==> src/rtl/ahb_burst_planner.sv <==
// AHB burst planner.
// Splits one linear transfer request into an ordered stream of burst commands.
// Each command is the largest allowed fixed burst that fits the remaining beats
// and stays inside one 2^BOUNDARY_LOG2-byte block. When no fixed burst fits,
// the leftover is issued as INCR, or as SINGLE beats when ALLOW_INCR=0.
//
//   state | meaning
//   ------+------------------------------------------------------------
//   IDLE  | waiting for a request; o_req_ready high after reset release
//   CMD   | presenting the burst command built from addr_q/rem_q/size_q
module ahb_burst_planner #(
  parameter int unsigned ADDR_W        = 32,
  parameter int unsigned LEN_W         = 16,
  parameter int unsigned BOUNDARY_LOG2 = 10,
  parameter int unsigned MAX_BEATS     = 16,
  parameter bit          ALLOW_INCR    = 1'b1
) (
  input  logic              i_hclk,
  input  logic              i_hreset,
  input  logic              i_req_valid,
  output logic              o_req_ready,
  input  logic [ADDR_W-1:0] i_req_addr,
  input  logic [LEN_W-1:0]  i_req_beats,
  input  logic [2:0]        i_req_size,
  output logic              o_cmd_valid,
  input  logic              i_cmd_ready,
  output logic [ADDR_W-1:0] o_cmd_addr,
  output logic [2:0]        o_cmd_hburst,
  output logic [LEN_W-1:0]  o_cmd_beats,
  output logic [2:0]        o_cmd_size,
  output logic              o_cmd_last,
  output logic              o_busy
);

  localparam int unsigned AW1 = ADDR_W + 1;
  localparam int unsigned BW  = BOUNDARY_LOG2 + 1;
  localparam int unsigned CW  = (LEN_W > BW) ? LEN_W : BW;

  localparam logic [2:0] HB_SINGLE = 3'd0;
  localparam logic [2:0] HB_INCR   = 3'd1;
  localparam logic [2:0] HB_INCR4  = 3'd3;
  localparam logic [2:0] HB_INCR8  = 3'd5;
  localparam logic [2:0] HB_INCR16 = 3'd7;

  typedef enum logic {
    IDLE = 1'b0,
    CMD  = 1'b1
  } state_t;

  state_t            state;
  logic [ADDR_W-1:0] addr_q;
  logic [LEN_W-1:0]  rem_q;
  logic [2:0]        size_q;
  logic              rdy_en;

  logic              in_cmd;
  logic              req_ready;
  logic              cmd_fire;
  logic              is_last;
  logic [2:0]        hburst_c;
  logic [LEN_W-1:0]  beats_c;

  // True when a burst of span bytes starting at a stays inside one block.
  // Done at ADDR_W+1 bits so a burst ending at the top of memory does not wrap.
  function automatic logic same_blk(input logic [AW1-1:0] a,
                                    input logic [AW1-1:0] span);
    logic [AW1-1:0] e;
    e = a + span - AW1'(1);
    return (a >> BOUNDARY_LOG2) == (e >> BOUNDARY_LOG2);
  endfunction

  assign in_cmd    = (state == CMD);
  assign req_ready = (state == IDLE) && rdy_en;
  assign cmd_fire  = in_cmd && i_cmd_ready;
  assign is_last   = (beats_c == rem_q);

  // Burst selection from the registered request state only.
  always_comb begin
    logic [AW1-1:0] addr_x;
    logic           fit16;
    logic           fit8;
    logic           fit4;
    logic [BW-1:0]  room_bytes;
    logic [BW-1:0]  room_beats;
    logic [CW-1:0]  rem_w;
    logic [CW-1:0]  room_w;
    logic [CW-1:0]  resid;

    hburst_c   = HB_SINGLE;
    beats_c    = LEN_W'(1);
    addr_x     = {1'b0, addr_q};

    fit16 = (MAX_BEATS >= 16) && (rem_q >= LEN_W'(16)) &&
            same_blk(addr_x, AW1'(16) << size_q);
    fit8  = (MAX_BEATS >= 8) && (rem_q >= LEN_W'(8)) &&
            same_blk(addr_x, AW1'(8) << size_q);
    fit4  = (rem_q >= LEN_W'(4)) &&
            same_blk(addr_x, AW1'(4) << size_q);

    room_bytes = (BW'(1) << BOUNDARY_LOG2) - {1'b0, addr_q[BOUNDARY_LOG2-1:0]};
    room_beats = room_bytes >> size_q;
    rem_w      = CW'(rem_q);
    room_w     = CW'(room_beats);
    resid      = (rem_w < room_w) ? rem_w : room_w;

    if (fit16) begin
      hburst_c = HB_INCR16;
      beats_c  = LEN_W'(16);
    end else if (fit8) begin
      hburst_c = HB_INCR8;
      beats_c  = LEN_W'(8);
    end else if (fit4) begin
      hburst_c = HB_INCR4;
      beats_c  = LEN_W'(4);
    end else if (ALLOW_INCR) begin
      hburst_c = HB_INCR;
      beats_c  = LEN_W'(resid);
    end else begin
      hburst_c = HB_SINGLE;
      beats_c  = LEN_W'(1);
    end
  end

  // Request latch, per-command advance and IDLE/CMD sequencing.
  always_ff @(posedge i_hclk or posedge i_hreset) begin
    if (i_hreset) begin
      state  <= IDLE;
      addr_q <= '0;
      rem_q  <= '0;
      size_q <= '0;
      rdy_en <= 1'b0;
    end else begin
      rdy_en <= 1'b1;
      case (state)
        IDLE: begin
          if (i_req_valid && req_ready && (i_req_beats != '0)) begin
            addr_q <= i_req_addr &
                      ~((ADDR_W'(1) << i_req_size) - ADDR_W'(1));
            rem_q  <= i_req_beats;
            size_q <= i_req_size;
            state  <= CMD;
          end
        end
        CMD: begin
          if (cmd_fire) begin
            addr_q <= addr_q + (ADDR_W'(beats_c) << size_q);
            rem_q  <= rem_q - beats_c;
            if (is_last) begin
              state <= IDLE;
            end
          end
        end
        default: state <= IDLE;
      endcase
    end
  end

  assign o_req_ready  = req_ready;
  assign o_busy       = in_cmd;
  assign o_cmd_valid  = in_cmd;
  assign o_cmd_addr   = in_cmd ? addr_q   : '0;
  assign o_cmd_hburst = in_cmd ? hburst_c : 3'd0;
  assign o_cmd_beats  = in_cmd ? beats_c  : '0;
  assign o_cmd_size   = in_cmd ? size_q   : 3'd0;
  assign o_cmd_last   = in_cmd && is_last;

endmodule

==> config.mk <==
export PLATFORM = sky130hd
export DESIGN_NAME = ahb_burst_planner
export DESIGN_NICKNAME = d
export VERILOG_FILES = /design/src/rtl/ahb_burst_planner.sv
export SDC_FILE = /design/constraint.sdc
export NUM_CORES = 1
export LEC_CHECK = 0
export BUFFER_PORTS_ARGS = -buffer_cell sky130_fd_sc_hd__clkbuf_2
export CAP_MARGIN = 40
export CORE_MARGIN = 1.5
export CORE_UTILIZATION = 25
export CTS_BUF_LIST = sky130_fd_sc_hd__clkbuf_8 sky130_fd_sc_hd__clkbuf_16
export DETAILED_ROUTE_END_ITERATION = 8
export GPL_TIMING_DRIVEN = 0
export HOLD_SLACK_MARGIN = 0.06
export PLACE_DENSITY = 0.51
export SYNTH_ARGS = -nofsm -noshare
export SYNTH_HDL_FRONTEND = slang
export SYNTH_SLANG_ARGS = --single-unit
==> constraint.sdc <==
create_clock -name i_hclk -period 8.4 [get_ports i_hclk]
set_input_delay 0.42 -clock i_hclk [delete_from_list [all_inputs] [get_ports i_hclk]]
set_output_delay 0.42 -clock i_hclk [all_outputs]
set_load 0.02 [all_outputs]
After elaboration in Yosys (flattened, before gate mapping)
Cells that the tools add are included.

Register bits: 53. Bits of input ports: 55. Output and inout port bits: 58. Word-level logic and storage cells: 66.

$add $sub $neg: 10. Magnitude comparators: 4. Equal/unequal tests: 6. Shifts and indexed selects: 6. Muxes and demuxes: 21. Bitwise logic cells: 3. Reduce and logical (&&, ||, !) cells: 11.

Operator list (count): two-way mux 16 bit (7); adder 32 x 33 -> 33 bit (3); subtractor 33 x 1 -> 33 bit (second input constant) (3); two-way mux 32 bit (3); equality test 22 x 23 -> 1 bit (3); case mux 32 bit (2 select lines) (1); << shifter 3 x 3 -> 33 bit (first input constant) (1); << shifter 4 x 3 -> 33 bit (first input constant) (1); << shifter 5 x 3 -> 33 bit (first input constant) (1); adder 32 bit (1); AND 32 bit (1); inverter 32 bit (1); case mux 16 bit (2 select lines) (1); << shifter 1 x 3 -> 32 bit (first input constant) (1); << shifter 16 x 3 -> 32 bit (1); subtractor 32 x 1 -> 32 bit (second input constant) (1); equality test 16 bit (1); greater-or-equal comparator 16 x 3 -> 1 bit (second input constant) (1); greater-or-equal comparator 16 x 4 -> 1 bit (second input constant) (1); greater-or-equal comparator 16 x 5 -> 1 bit (second input constant) (1); less-than comparator 16 x 11 -> 1 bit (1); nonzero test 16 bit (1); subtractor 16 bit (1); two-way mux 3 bit (4); other kinds (9) (20).

Depth between registers and ports, before layout
Gate-level depths: netlist of the first run.

Word-level depth: 12. Mapped depth: 40. Gate-level depth less buffers: 36.

Least setup slack after synthesis of the first run
Ideal clock, no wire load.

Kind: register to register. Start: register size_q[0]. End: register addr_q[29]. Library setup time: 0.127 ns. Arrival: 7.895 ns. Slack: 0.379 ns. Stages on the path, launching flop included: 36. Path buffers: 5. Period minus slack after synthesis: 8.021 ns. Path through: dfrtp_1 clkbuf_1 clkbuf_1 clkbuf_1 clkbuf_1 nand2_1 ha_1 inv_1 ha_1 a21oi_2 nand3_2 a221oi_4 o21bai_2 a31oi_1 xnor2_1 or4_4 nor4_4 a21oi_1 or3_1 buf_2 a2111oi_2 a311o_1 ha_1 a21o_1 a21o_1 a21oi_1 o21ai_0 a21oi_1 o21ai_0 a2111oi_0 o21bai_1 a21oi_1 nor2b_1 nand3_1 a21oi_1 o2bb2a_1.

Word-level cells in the longest chain between the ends: 12. Elaborated cells between the ends (all ways): 25. Classes of those cells: add/sub (7); order compare (1); eq/ne (3); shift (5); mux (6); reduce/logical (3).

Ends and longest elaborated chain: from (decl) (RTL line 53) `logic [2:0] size_q;`; from (signal assigned) (RTL line 140) `size_q <= i_req_size;`; << shifter 3 x 3 -> 33 bit (RTL line 98) `same_blk(addr_x, AW1'(4) << size_q);`; adder 32 x 33 -> 33 bit (RTL line 68) `e = a + span - AW1'(1);`; subtractor 33 x 1 -> 33 bit (RTL line 68); equality test 22 x 23 -> 1 bit (RTL line 69) `return (a >> BOUNDARY_LOG2) == (e >> BOUNDARY_LOG2);`; logical AND 1 bit (RTL line 97) `fit4 = (rem_q >= LEN_W'(4)) &&`; two-way mux 16 bit (RTL line 112) `end else if (fit4) begin`; two-way mux 16 bit (RTL line 109) `end else if (fit8) begin`; two-way mux 16 bit (RTL line 106) `if (fit16) begin`; << shifter 16 x 3 -> 32 bit * (RTL line 146) `addr_q <= addr_q + (ADDR_W'(beats_c) << size_q);`; adder 32 bit * (RTL line 146); two-way mux 32 bit * (RTL line 145) `if (cmd_fire) begin`; case mux 32 bit (2 select lines) * (RTL line 134) `case (state)`; to (signal assigned) (RTL line 137) `addr_q <= i_req_addr &`; to (signal assigned) (RTL line 146); to (decl) (RTL line 51) `logic [ADDR_W-1:0] addr_q;`.

Every way passes the cells marked *; elsewhere a longest branch is shown, timed or not. The select of a mux whose other input is x is not followed. A chain may end at the register's enable or synchronous reset.

Final worst setup path of the first run
Start: register size_q[0]. End: register addr_q[30].

The elaborated chain is that of the path after synthesis.

==> run summary, run 1 <==
via count - 12,700
Worst Tran Pin Value - 0.875 ns
post-synth top area cell - ha_1
Worst Setup End Kind - flop
CTS H-tree lvls - 2
Avg WL per Cell - 22.4 um
Mapped Area - 11,100 um2
Root Buffer - clkbuf_16
Total Routing Usage GR - 22.3%
Main synth FF type - dfrtp_1
DRC viols - 0
largest net degree at the start of global routing - 33
CP peak stage delay - 0.55 ns
yosys warns - 0
first-pass GRT wire length - 76,400 um
layout cells sized above 1 - 17.0%
clock sinks - 53
Worst Reg-to-Reg Cells - 39
vias in the first global route - 12,200
Tcrit/Tclk final - 96.2%
initial DRC count - 1,053
Final Hold Fails - 0
Top delay family on crit path - compound AO/OA/AOI/OAI gates
Slew HR - 41.7%
max-cap violations - 0
reg2reg setup slack - 0.32 ns
Slowest cell on crit path - or4_4
critical path required time - 8.62 ns
sequential fraction of the synthesis area - 12.0%
Post-layout nets - 1,904
DIE AREA - 45,600 um2
status - completed
TritonCTS buffer count - 5
FILL cells - 4,807
final setup fails - 0
average instance area after synthesis - 7.05 um2
Final Skew - 0.0138 ns
WL final - 51,400 um
Area contributors post-synth - ha_1, dfrtp_1, a21oi_1
Cells after Synth - 1,570
R2R Path Start - size_q[0]
initial antenna violation count - 0
initial core utilization - 25.5%
crit path launch type - flop
post-synth top area share - 15.1%
Hold Crit Class - in2async
Ports - 113
EDFF count, synth - 0
critical path arrival - 8.30 ns
Detailed Place HPWL - 42,600 um
Unique masters post-synth - 99
CTS tree - built
area growth from synthesis to final layout - 18.8%
buffers added on ports - 107
Post-Layout Cell Count - 2,299
grt total ovfl - 0
Pins Over Slew Limit - 0
Core Area - 43,400 um2
Worst Path Class, Setup - reg2reg
DIE HEIGHT - 213 um
num rows - 76
ANT cells - 0
Clock Path Buffers - 2
Die Wd - 213 um
worst skew pair latency - 0.33 ns
crit path launch - size_q[0]
crit path max fanout - 10
worst path buffer plus inverter count - 9
post-route ant nets - 0
reg2reg end - addr_q[30]
vias per cell - 5.55
Final Critical Period - 8.08 ns
dpl cells - 2,279
GP Congestion - 0.955
clock slew at reported path FFs - 0.09 ns
drt pass-1 iters - 6
fmax - 0.124 GHz
asr flop ratio synth - 100%
Synth Register Bits - 53
==> logic make-up after synthesis <==
logic type / Yosys count / share of synthesized area, %
XOR/XNOR: 71 / 5.68
other: 2 / 0.0678
flip-flops: 53 / 12.0
adder cells (fa/ha/maj): 136 / 15.5
multiplexers: 52 / 4.87
buffers and inverters: 210 / 7.71
AO/OA/AOI/OAI: 485 / 29.6
AND/OR/NAND/NOR: 561 / 24.6
==> routing by layer <==
layer | track usage [%] | routed length, um | up-vias
li1 | - | - | 5985
met1 | 29.8 | 22800 | 6237
met2 | 38.2 | 24400 | 453
met3 | 1.42 | 2540 | 74
met4 | 6.87 | 1660 | 0
met5 | 0 | 0 | -
==> cell usage after synthesis, drive strengths merged (29+ instances only) <==
| library cell | number |
|---|---|
| nand3 | 42 |
| a21o | 29 |
| buf | 34 |
| o21ai | 102 |
| ha | 134 |
| inv | 132 |
| a21oi | 139 |
| mux2i | 37 |
| xnor2 | 46 |
| nor2 | 172 |
| nor3 | 34 |
| dfrtp | 53 |
| nand2 | 151 |
| clkbuf | 42 |
| nand4 | 33 |
==> what timing repair did <==
action,CTS,global route
endpoints found under the setup margin,43,24
hold buffers,0,0
buffers inserted,10,6
resized for setup,71,63
pin swaps,13,21
==> layout by cell type (no fill, tap or decap), types with 16 or more instances in the layout <==
cell type	count
nor2_1	171
nand2_1	145
ha_1	134
inv_1	127
a21oi_1	124
clkbuf_2	109
o21ai_0	75
dfrtp_1	49
xnor2_1	45
nand3_1	37
mux2i_1	34
nand4_1	32
nor3_1	31
buf_4	31
a21o_1	29
clkbuf_1	27
xor2_1	24
o211ai_1	22
o21a_1	20
o21ai_1	18
a211oi_1	18
nor2b_1	16
==> flip-flops by register name (all words and copies together), names as in the netlist <==
signal  cells
size_q      3
rem_q      16
o_busy      1
addr_q     32
rdy_en      1
==> how the worst max path moves through the flow <==
stage / depth (start not counted) / slack [ns] / endpoint
final: 39 / 0.32 / addr_q[30]
after global routing: 38 / -0.1 / addr_q[30]
after CTS: 37 / 0.02 / addr_q[29]
after detailed placement: 36 / -2.25 / addr_q[30]
after global placement: 36 / -2.24 / addr_q[30]
after floorplan: 35 / 0.38 / addr_q[29]
==> stage by stage <==
| stage | util, % | hold slack [ns] | area [um2] | worst slack [ns] | TNS [ns] |
|---|---|---|---|---|---|
| final | 30.3 | 0.135 | 13200 | 0.318 | 0 |
| after global placement | 28.6 | 0.513 | 12400 | -2.24 | -52.64 |
| after floorplan | - | 0.479 | 11100 | 0.379 | 0 |
| after CTS | 29.7 | 0.162 | 12900 | 0.0195 | 0 |
| after global routing | 30.3 | 0.175 | 13200 | -0.0957 | -0.0980 |
| after detailed placement | 28.7 | 0.515 | 12400 | -2.25 | -53.15 |
==> worst register-to-register path: cells and delay by family (launching register included) <==
kind,cells,cell delay (ns)
AO/OA/AOI/OAI,16,3.00
multiplexers,1,0.33
AND/OR/NAND/NOR,9,1.84
XOR/XNOR,1,0.11
flip-flops,1,0.42
buffers and inverters,9,1.37
adder cells (fa/ha/maj),3,0.89
==> final cells by class <==
class | count | area [um2] | share of cell area (%)
multi-input cells | 1320 | 9330 | 70.9
clock inverters | 3 | 26.3 | 0.200
well taps | 585 | 732 | 5.56
repair buffers | 127 | 699 | 5.32
inverters | 134 | 507 | 3.85
clock buffers | 5 | 125 | 0.951
flip-flops and latches | 53 | 1330 | 10.1
plain buffers | 72 | 407 | 3.09
Power of run 1 is left out: the tool's default activity adds up to more than one toggle a clock period on the data nets, which glitch-free logic cannot reach.
==> run 2, diff against run 1 <==
--- a/config.mk
+++ b/config.mk
@@ -7,6 +7,7 @@
 export LEC_CHECK = 0
 export BUFFER_PORTS_ARGS = -buffer_cell sky130_fd_sc_hd__clkbuf_2
 export CAP_MARGIN = 40
+export CORE_ASPECT_RATIO = 1.75
 export CORE_MARGIN = 1.5
 export CORE_UTILIZATION = 25
 export CTS_BUF_LIST = sky130_fd_sc_hd__clkbuf_8 sky130_fd_sc_hd__clkbuf_16
==> run 2 against run 1 <==
Effect of this change:
- first-iteration DRC count is 39% lower
- global-route usage is 2.4 points higher
- die area is 0.11% higher
- sequential share of layout area is 0.22 points lower
- critical path depth is 7 lower
- cell area is 2.3% higher
- via count is 0.85% higher
- worst setup slack worse by 0.033 ns
- critical path type unchanged
- largest cell class unchanged
==> run summary, run 2 (synthesis gave the netlist of run 1 again) <==
Root Buffer - clkbuf_16 (unchanged)
num rows - 101 (was 76)
cell mode on critical path - o21ai_2
critical path required time - 8.62 ns (about the same)
reg2reg end - addr_q[30] (unchanged)
layout cells sized above 1 - 19.7% (was 17.0%)
crit path launch - addr_q[19] (was size_q[0])
post-route ant nets - 0 (unchanged)
max-cap violations - 0 (unchanged)
largest registers - addr_q: 32 flops, rem_q: 16 flops, size_q: 3 flops (unchanged)
buffers added on ports - 107 (unchanged)
drt pass-1 iters - 5 (was 6)
Tcrit/Tclk final - 96.6% (was 96.2%)
Post-layout nets - 1,920 (was 1,904)
DRC viols - 0 (unchanged)
Ports - 113 (unchanged)
Pins Over Slew Limit - 0 (unchanged)
Biggest register - addr_q (unchanged)
CTS H-tree lvls - 2 (unchanged)
final setup fails - 0 (unchanged)
Largest register FFs - 32 (unchanged)
most common cell after layout, fill and taps aside - nor2_1 (unchanged)
GP Congestion - 1.00 (was 0.955)
Final Hold Fails - 0 (unchanged)
clock slew at reported path FFs - 0.09 ns (about the same)
Avg WL per Cell - 24.8 um (was 22.4 um)
vias per cell - 5.60 (was 5.55)
WL final - 56,900 um (was 51,400 um)
CTS tree - built (unchanged)
ANT cells - 0 (unchanged)
DIE AREA - 45,600 um2 (about the same)
dpl cells - 2,271 (was 2,279)
most frequent cells in the layout - nor2_1, nand2_1, ha_1, inv_1, a21oi_1 (unchanged)
largest net degree at the start of global routing - 34 (was 33)
DIE HEIGHT - 281 um (was 213 um)
Post-Layout Cell Count - 2,296 (was 2,299)
Hold Crit Class - in2async (unchanged)
Final Skew - 0.0156 ns (was 0.0138 ns)
Final Critical Period - 8.11 ns (was 8.08 ns)
Post-CTS Hold Fix Bufs - 0 (unchanged)
Die Wd - 162 um (was 213 um)
Detailed Place HPWL - 47,900 um (was 42,600 um)
R2R Path Start - addr_q[19] (was size_q[0])
CP peak stage delay - 0.57 ns (was 0.55 ns)
status - completed (unchanged)
critical path arrival - 8.34 ns (was 8.30 ns)
TritonCTS buffer count - 5 (unchanged)
Worst Path Class, Setup - reg2reg (unchanged)
crit path launch type - flop (unchanged)
reg2reg setup slack - 0.29 ns (was 0.32 ns)
Slew HR - 39.8% (was 41.7%)
fmax - 0.123 GHz (was 0.124 GHz)
Total Routing Usage GR - 24.7% (was 22.3%)
Core Area - 43,600 um2 (was 43,400 um2)
first-pass GRT wire length - 82,500 um (was 76,400 um)
crit path max fanout - 7 (was 10)
Clock Path Buffers - 2 (unchanged)
clock sinks - 53 (unchanged)
initial DRC count - 639 (was 1,053)
area growth from synthesis to final layout - 21.6% (was 18.8%)
worst skew pair latency - 0.33 ns (about the same)
Slowest cell on crit path - dfrtp_1 (was or4_4)
vias in the first global route - 13,000 (was 12,200)
initial antenna violation count - 0 (unchanged)
Worst Setup End Kind - flop (unchanged)
Worst Tran Pin Value - 0.899 ns (was 0.875 ns)
Worst Reg-to-Reg Cells - 32 (was 39)
initial core utilization - 25.4% (was 25.5%)
grt total ovfl - 0 (unchanged)
via count - 12,900 (was 12,700)
run 2: cell count changes in the layout (fill, tap and decap cells not counted), sizes merged:
| cell | delta |
|---|---|
| clkdlybuf4s18 | +1 |
| buf | +17 |
| clkbuf | -2 |
run 2: worst max-delay path, delay by kind of cell, from the launching register on:
family | cells | cell delay, ns
mux | 1 | 0.34
simple gates | 11 | 2.48
buf+inv | 4 | 0.74
flops | 1 | 0.57
fa+ha+maj | 2 | 0.79
compound gates | 14 | 3.06
run 2: how the worst max path moves through the flow:
| stage | end | cells after the start |
|---|---|---|
| floorplan | addr_q[29] | 35 |
| global placement | addr_q[30] | 37 |
| detailed placement | addr_q[30] | 39 |
| CTS | addr_q[30] | 39 |
| global route | addr_q[30] | 36 |
| finish | addr_q[30] | 32 |
run 2: final cells by class:
class,count,area [um2]
clock buffers,5,125
inverters,134,507
flip-flops and latches,53,1330
plain buffers,70,389
clock inverters,3,26.3
fillers,4803,30100
well taps,566,708
multi-input cells,1320,9530
repair buffers,145,847
run 2: layer usage:
metal	wire length, um	share of wire [%]	track usage, %	up-vias
li1	-	-	-	6038
met1	19000	33	22.7	6154
met3	1610	2.8	1.93	228
met4	6140	11	22.2	0
met2	30200	53	47.8	438
met5	0	0	0	-
run 2: per-stage QoR:
stage	utilization (%)	worst slack, ns	setup TNS, ns	area, um2	hold slack (ns)
floorplan	-	0.379	0	11100	0.479
global placement	28.4	-3.97	-141.57	12400	0.515
detailed placement	28.7	-2.87	-78.91	12500	0.482
CTS	30.0	0.00262	0	13100	0.125
global route	30.9	-0.0467	-0.0611	13500	0.156
finish	30.9	0.285	0	13500	0.114
run 2: what timing repair did:
action                                  in CTS  in global routing
gates cloned                                 0                  0
setup buffers                               13                 10
pin swaps                                   19                 27
endpoints found under the setup margin      54                 22
resized for setup                           96                 78
Power of run 2 is left out for the same reason.
